$ cat config.mk
export PLATFORM = sky130hd
export DESIGN_NAME = multicycle_controller
export DESIGN_NICKNAME = d
export VERILOG_FILES = /design/src/rtl/multicycle_controller.sv
export SDC_FILE = /design/constraint.sdc
export NUM_CORES = 1
export LEC_CHECK = 0
export ABC_CLOCK_PERIOD_IN_PS = 2400
export BUFFER_PORTS_ARGS = -buffer_cell sky130_fd_sc_hd__clkbuf_2
export CAP_MARGIN = 15
export CORE_MARGIN = 2
export CORE_UTILIZATION = 25
export DETAILED_ROUTE_END_ITERATION = 7
export SYNTH_ARGS = -nofsm -noshare
export SYNTH_HDL_FRONTEND = slang
export SYNTH_SLANG_ARGS = --single-unit
$ cat constraint.sdc
create_clock -name clk -period 2.4 [get_ports clk]
set_input_delay 0.48 -clock clk [delete_from_list [all_inputs] [get_ports clk]]
set_output_delay 0.48 -clock clk [all_outputs]
set_load 0.01 [all_outputs]
$ cat src/rtl/multicycle_controller.sv
// Control FSM for the multicycle RV32I core: sequences fetch, decode,
// execute, memory and writeback, and decodes immediate type and ALU op.
module multicycle_controller (
  input  logic       clk,
  input  logic       rst,
  input  logic [6:0] opcode,
  input  logic [2:0] funct3,
  input  logic       funct7b5,
  input  logic       zero,
  output logic       pc_write,
  output logic       adr_src,
  output logic       mem_write,
  output logic       ir_write,
  output logic       reg_write,
  output logic [1:0] result_src,
  output logic [1:0] alu_src_a,
  output logic [1:0] alu_src_b,
  output logic [2:0] alu_control,
  output logic [1:0] imm_src
);

  localparam int unsigned StateW = 4;

  typedef enum logic [StateW-1:0] {
    S_FETCH    = 4'd0,
    S_DECODE   = 4'd1,
    S_MEMADR   = 4'd2,
    S_MEMREAD  = 4'd3,
    S_MEMWB    = 4'd4,
    S_MEMWRITE = 4'd5,
    S_EXECR    = 4'd6,
    S_EXECI    = 4'd7,
    S_ALUWB    = 4'd8,
    S_JAL      = 4'd9,
    S_BEQ      = 4'd10
  } state_e;

  typedef enum logic [1:0] {
    OP_ADD  = 2'd0,
    OP_SUB  = 2'd1,
    OP_FUNC = 2'd2
  } aluop_e;

  localparam logic [6:0] OpLoad   = 7'b0000011;
  localparam logic [6:0] OpStore  = 7'b0100011;
  localparam logic [6:0] OpRType  = 7'b0110011;
  localparam logic [6:0] OpIType  = 7'b0010011;
  localparam logic [6:0] OpJal    = 7'b1101111;
  localparam logic [6:0] OpBranch = 7'b1100011;

  state_e state_q, state_d;
  aluop_e aluop;
  logic   pc_update;
  logic   branch;

  // State register; reset forces an immediate return to FETCH.
  always_ff @(posedge clk or posedge rst) begin
    if (rst) state_q <= S_FETCH;
    else     state_q <= state_d;
  end

  // Next-state and Moore output decode; strobes are suppressed while in reset.
  always_comb begin
    state_d    = S_FETCH;
    adr_src    = 1'b0;
    mem_write  = 1'b0;
    ir_write   = 1'b0;
    reg_write  = 1'b0;
    result_src = 2'b00;
    alu_src_a  = 2'b00;
    alu_src_b  = 2'b00;
    aluop      = OP_ADD;
    pc_update  = 1'b0;
    branch     = 1'b0;
    unique case (state_q)
      S_FETCH: begin
        ir_write   = 1'b1;
        alu_src_b  = 2'b10;
        result_src = 2'b10;
        pc_update  = 1'b1;
        state_d    = S_DECODE;
      end
      S_DECODE: begin
        alu_src_a = 2'b01;
        alu_src_b = 2'b01;
        case (opcode)
          OpLoad, OpStore: state_d = S_MEMADR;
          OpRType:         state_d = S_EXECR;
          OpIType:         state_d = S_EXECI;
          OpJal:           state_d = S_JAL;
          OpBranch:        state_d = S_BEQ;
          default:         state_d = S_FETCH;
        endcase
      end
      S_MEMADR: begin
        alu_src_a = 2'b10;
        alu_src_b = 2'b01;
        state_d   = opcode[5] ? S_MEMWRITE : S_MEMREAD;
      end
      S_MEMREAD: begin
        adr_src = 1'b1;
        state_d = S_MEMWB;
      end
      S_MEMWB: begin
        result_src = 2'b01;
        reg_write  = 1'b1;
      end
      S_MEMWRITE: begin
        adr_src   = 1'b1;
        mem_write = 1'b1;
      end
      S_EXECR: begin
        alu_src_a = 2'b10;
        aluop     = OP_FUNC;
        state_d   = S_ALUWB;
      end
      S_EXECI: begin
        alu_src_a = 2'b10;
        alu_src_b = 2'b01;
        aluop     = OP_FUNC;
        state_d   = S_ALUWB;
      end
      S_ALUWB: begin
        reg_write = 1'b1;
      end
      S_JAL: begin
        alu_src_a = 2'b01;
        alu_src_b = 2'b10;
        pc_update = 1'b1;
        state_d   = S_ALUWB;
      end
      S_BEQ: begin
        alu_src_a = 2'b10;
        aluop     = OP_SUB;
        branch    = 1'b1;
      end
      default: state_d = S_FETCH;
    endcase
    if (rst) begin
      mem_write = 1'b0;
      ir_write  = 1'b0;
      reg_write = 1'b0;
      pc_update = 1'b0;
      branch    = 1'b0;
    end
    pc_write = pc_update | (branch & zero);
  end

  // ALU operation decode; only sub for R-type sets funct7b5 meaning.
  always_comb begin
    alu_control = 3'b000;
    case (aluop)
      OP_SUB:  alu_control = 3'b001;
      OP_FUNC: begin
        case (funct3)
          3'b000:  alu_control = (opcode[5] & funct7b5) ? 3'b001 : 3'b000;
          3'b010:  alu_control = 3'b101;
          3'b110:  alu_control = 3'b011;
          3'b111:  alu_control = 3'b010;
          default: alu_control = 3'b000;
        endcase
      end
      default: alu_control = 3'b000;
    endcase
  end

  // Immediate format select, straight from the opcode in every state.
  always_comb begin
    imm_src = 2'b00;
    case (opcode)
      OpStore:  imm_src = 2'b01;
      OpBranch: imm_src = 2'b10;
      OpJal:    imm_src = 2'b11;
      default:  imm_src = 2'b00;
    endcase
  end

endmodule

# After elaboration in Yosys (flattened, before gate mapping)
# Index checks and enable logic that the tools add are counted.
# op_classes
eq_ne	21
n_mux	22
bitwise	3
n_reduce_logical	11
# op_table
operator	count
4-bit case mux with 5 select lines	2
4-bit by 3-bit equality test with 1-bit output (second input constant)	4
2-bit case mux with 2 select lines	4
7-bit by 6-bit equality test with 1-bit output (second input constant)	2
7-bit equality test (second input constant)	2
4-bit equality test (second input constant)	3
1-bit two-way mux	12
3-bit case mux with 4 select lines	1
2-bit OR reduction	6
4-bit by 2-bit equality test with 1-bit output (second input constant)	2
7-bit by 2-bit equality test with 1-bit output (second input constant)	1
7-bit by 5-bit equality test with 1-bit output (second input constant)	1
3-bit equality test (second input constant)	2
2-bit case mux with 3 select lines	1
3-bit case mux with 2 select lines	1
3-bit OR reduction	2
4-bit by 1-bit equality test with 1-bit output (second input constant)	1
4-bit logical NOT	1
4-bit OR reduction	1
3-bit by 2-bit equality test with 1-bit output (second input constant)	1
3-bit logical NOT	1
3-bit two-way mux	1
1-bit bitwise AND	2
2-bit by 1-bit equality test with 1-bit output (second input constant)	1
other kinds (2)	2
# word_totals
reg_bits	4
elab_cells	58

# Logic depth before layout (Yosys ltp)
# depth
ltp_word	5
mapped_depth	6

# Worst setup path after synthesis
# Ideal clock, no wire load.
# synth_timing
path_kind	reg2out
start	reg state_q[3]
end	out alu_control[0]
t_arrival_ns	1.401
t_required_ns	1.920
path_slack_ns	0.519
path_stages_with_launch	7
path_buffers	0
cell_sequence	dfrtp_1 nand2b_2 or2_1 inv_1 ha_1 a31oi_1 a21oi_1
# synth_via
elab_chain_len	5
# synth_rtl
item	line_no	source
start, declared	51	state_e state_q, state_d;
start signal, assigned	59	else state_q <= state_d;
4-bit by 3-bit equality test with 1-bit output	75	unique case (state_q)
2-bit OR reduction (no line)	--	
2-bit case mux with 2 select lines (*)	75	
2-bit equality test / 2-bit by 1-bit equality test with 1-bit output (equally long branches)	152	case (aluop)
3-bit case mux with 2 select lines (*)	152	
end, declared	18	output logic [2:0] alu_control,
# Every way passes the cells marked *; elsewhere a longest branch is shown, timed or not.

# Final worst setup path
# Same ends and word-level chain as after synthesis.

==> results.md <==
- Status: finished, final reports clean
- Antenna cell count: 0
- RSZ-0062 raised after global routing: no
- Count of state elements after synthesis: 4
- Top Registers: state_q (4)
- Met3 Usage GRT: 0.02083
- Clock power share: 0.187
- Layout cell share with drive strength beyond 1: 0.4466
- Mapped cell area: 538.0 µm²
- Fin nets: about 120
- P_int: 0.2498 mW
- Synth Area per Inst: 7.797 µm²
- Reg2Reg Capture Point: state_q[1]
- Commonest cells after routing, fill and taps aside: clkbuf_2, inv_1, buf_4
- Fin area: ~760 µm²
- Most flop-heavy register: state_q
- Post-synthesis sequential area ratio: 0.1860
- Post-layout min period: between 2000 and 2500 ps
- Grt peak-use layer: met2
- PwrDens: 570.5 nW/µm²
- Synth warnings: 0
- Most common cell after layout, fill and taps aside: clkbuf_2
- Hold Violations, Final: 0
- Setup TNS: 0 ps
- Die W: 50.39 µm
- Max VDD drop: 0.2583 mV
- Largest net degree at the start of global routing: 14
- CTS tree: done
- Via density: 4.977
- Root Driver: clkbuf_4
- Clock-pin slew of the registers on the worst-case setup and hold paths: 40 ps
- Synth unique cells: 36
- Synth area leader: dfrtp_1
- Final setup viols: 0
- Grt total ovfl: 0
- Yosys top cell area share: 0.1860
- Initial core utilization: 0.2688
- Max reg flops: 4
- Htree depth: 1
- Max Clk Rate: 440.7 MHz
- Launching point of the worst reg2reg path: state_q[0]
- Routed wire length: 1514 µm
- Core area: 2002 µm²
- Drt wl/cell: 11.65 µm
- Clk sinks: 4
- Register share of total power: 0.214
- DRT Pass-1 Iters: 4
- Worst endpoint data arrival time: ~1800 ps
- Syn nets: 85
- Crit Path Max Fanout: 5
- R2R cell count: 3
- Switching Share: 0.4226
- Global-route wire length before repair: 2608 µm
- Top-Level Pins: 30
- Row cnt: 16
- Longest Clk Path Bufs: 2
- Clock Latency Late Sink: 230 ps
- 1st-iter DRT viols: 11
- WP data required: 1920 ps
- Max transition margin: 0.8086
- Slew @ Worst Pin: 284.6 ps
- Sw power: ~0.18 mW
- Vias in the first global route: 615
- M2 GR Usage: 0.2368
- Max Cap Violations: 0
- Antenna viol nets, final: 0
- Top cells by area, synth: dfrtp_1, a21oi_1, ha_1, nor3_1, nor4bb_4
- Final setup skew: 1.532 ps
- Antenna violations before repair: 0
- Pre-CTS setup slack: 278.2 ps
- Die ar.: roughly 2500 µm²
- Crit. End Element: primary output
- CP Class: flop to primary output
- Leak: 0.3649 nW
- Slew Limit Fails: 0
- GRT Overall Usage: 0.1315
- Period utilization: 0.9454
- Detailed Place HPWL: approximately 1200 µm
- Final GP Congestion: ~0.8
- Placed cell area: 718.2 µm²
- Hold buffers post-CTS: 0
- Hold WC Path Type: primary input to async pin
- Core Util, Final: 0.3788
- Buffers on Ports: 29
- Total CTS buffers: 3
- Die Y: around 50 µm
- Worst reg2reg setup slack: 1160 ps
- Setup WS post-layout: between 100 and 150 ps
- Via Count: 647
- Startpoint Class: flop
- Remaining DRCs: 0
- Synthesis-to-layout area growth: 40.93%
- M1 GR Usage: 0.1533
- Combinational Power Share: 0.599
- Syn Inst Count: roughly 70
## area by class of cell
class	count	area (µm²)
fillers	232	1244
repair buffers	35	190.2
well taps	27	33.78
multi-input cells	55	386.6
clock buffers	3	22.52
inverters	6	22.52
flip-flops and latches	4	102.6
## cell usage after synthesis, drive strengths merged
cell type,instances
inv,6
nor3,6
a21oi,5
buf,4
dfrtp,4
nand2,4
nor2,4
a31oi,3
nor4,3
and4,2
ha,2
nand2b,2
nand4,2
nor3b,2
or2,2
or3,2
xnor2,2
a211oi,1
a21boi,1
a41oi,1
and2,1
and3,1
and3b,1
and4bb,1
nand3,1
nor2b,1
nor4bb,1
o2111ai,1
o21a,1
o31ai,1
xor2,1
## per-stage QoR
stage                     std cells  total power, mW  hold WS, ps
after floorplan                  69           0.2596        254.5
after global placement          125           0.3493        388.9
after detailed placement        125           0.3505        391.4
after CTS                       128           0.4388        137.6
after global routing            130           0.4804        153.9
final                           130           0.4326        142.0
## worst max-delay path by stage
stage	slack [ps]	endpoint	cells after the start	start
2_1_floorplan	520	alu_control[0]	6	state_q[3]
3_3_place_gp	340	alu_control[0]	7	state_q[3]
3_5_place_dp	280	alu_control[0]	7	state_q[3]
4_1_cts	20	alu_control[0]	7	state_q[3]
5_1_grt	20	alu_control[0]	7	state_q[3]
6_report	130	alu_control[0]	7	state_q[3]
## worst max-delay path, stage by stage (launching register included)
cell	delay [ps]
dfrtp_2	430
nand2b_2	220
or2_1	260
inv_1	70
ha_1	200
a31oi_1	90
a21oi_1	140
clkbuf_2	150
## power groups by stage
stage | Sequential, mW | Clock, mW | Combinational, mW
global placement | 0.0936 | 0 | 0.256
detailed placement | 0.0935 | 0 | 0.257
finish | 0.0925 | 0.0809 | 0.259
CTS | 0.0926 | 0.0873 | 0.259
global route | 0.0933 | 0.0953 | 0.292
floorplan | 0.0960 | 0 | 0.164
## what timing repair did
action / CTS / global route
endpoints found under the setup margin: 0 / 2
gates resized for setup: 0 / 2
setup buffers: 0 / 2
## metal layers
| metal | wire length [µm] | share of wire | up-vias |
|---|---|---|---|
| li1 | - | - | 326 |
| met1 | 618 | 0.41 | 307 |
| met2 | 828 | 0.55 | 14 |
| met3 | 67 | 0.044 | 0 |
| met4 | 0 | 0 | 0 |
| met5 | 0 | 0 | - |
## cell families after synthesis
| group | after synthesis | synth area share |
|---|---|---|
| AND/OR/NAND/NOR | 36 | 0.4442 |
| AO/OA/AOI/OAI | 14 | 0.1791 |
| buffers and inverters | 10 | 0.09535 |
| flip-flops | 4 | 0.1861 |
| XOR/XNOR | 3 | 0.04885 |
| adder cells (fa/ha/maj) | 2 | 0.04650 |
No activity file was read; power rests on OpenSTA's default activity.
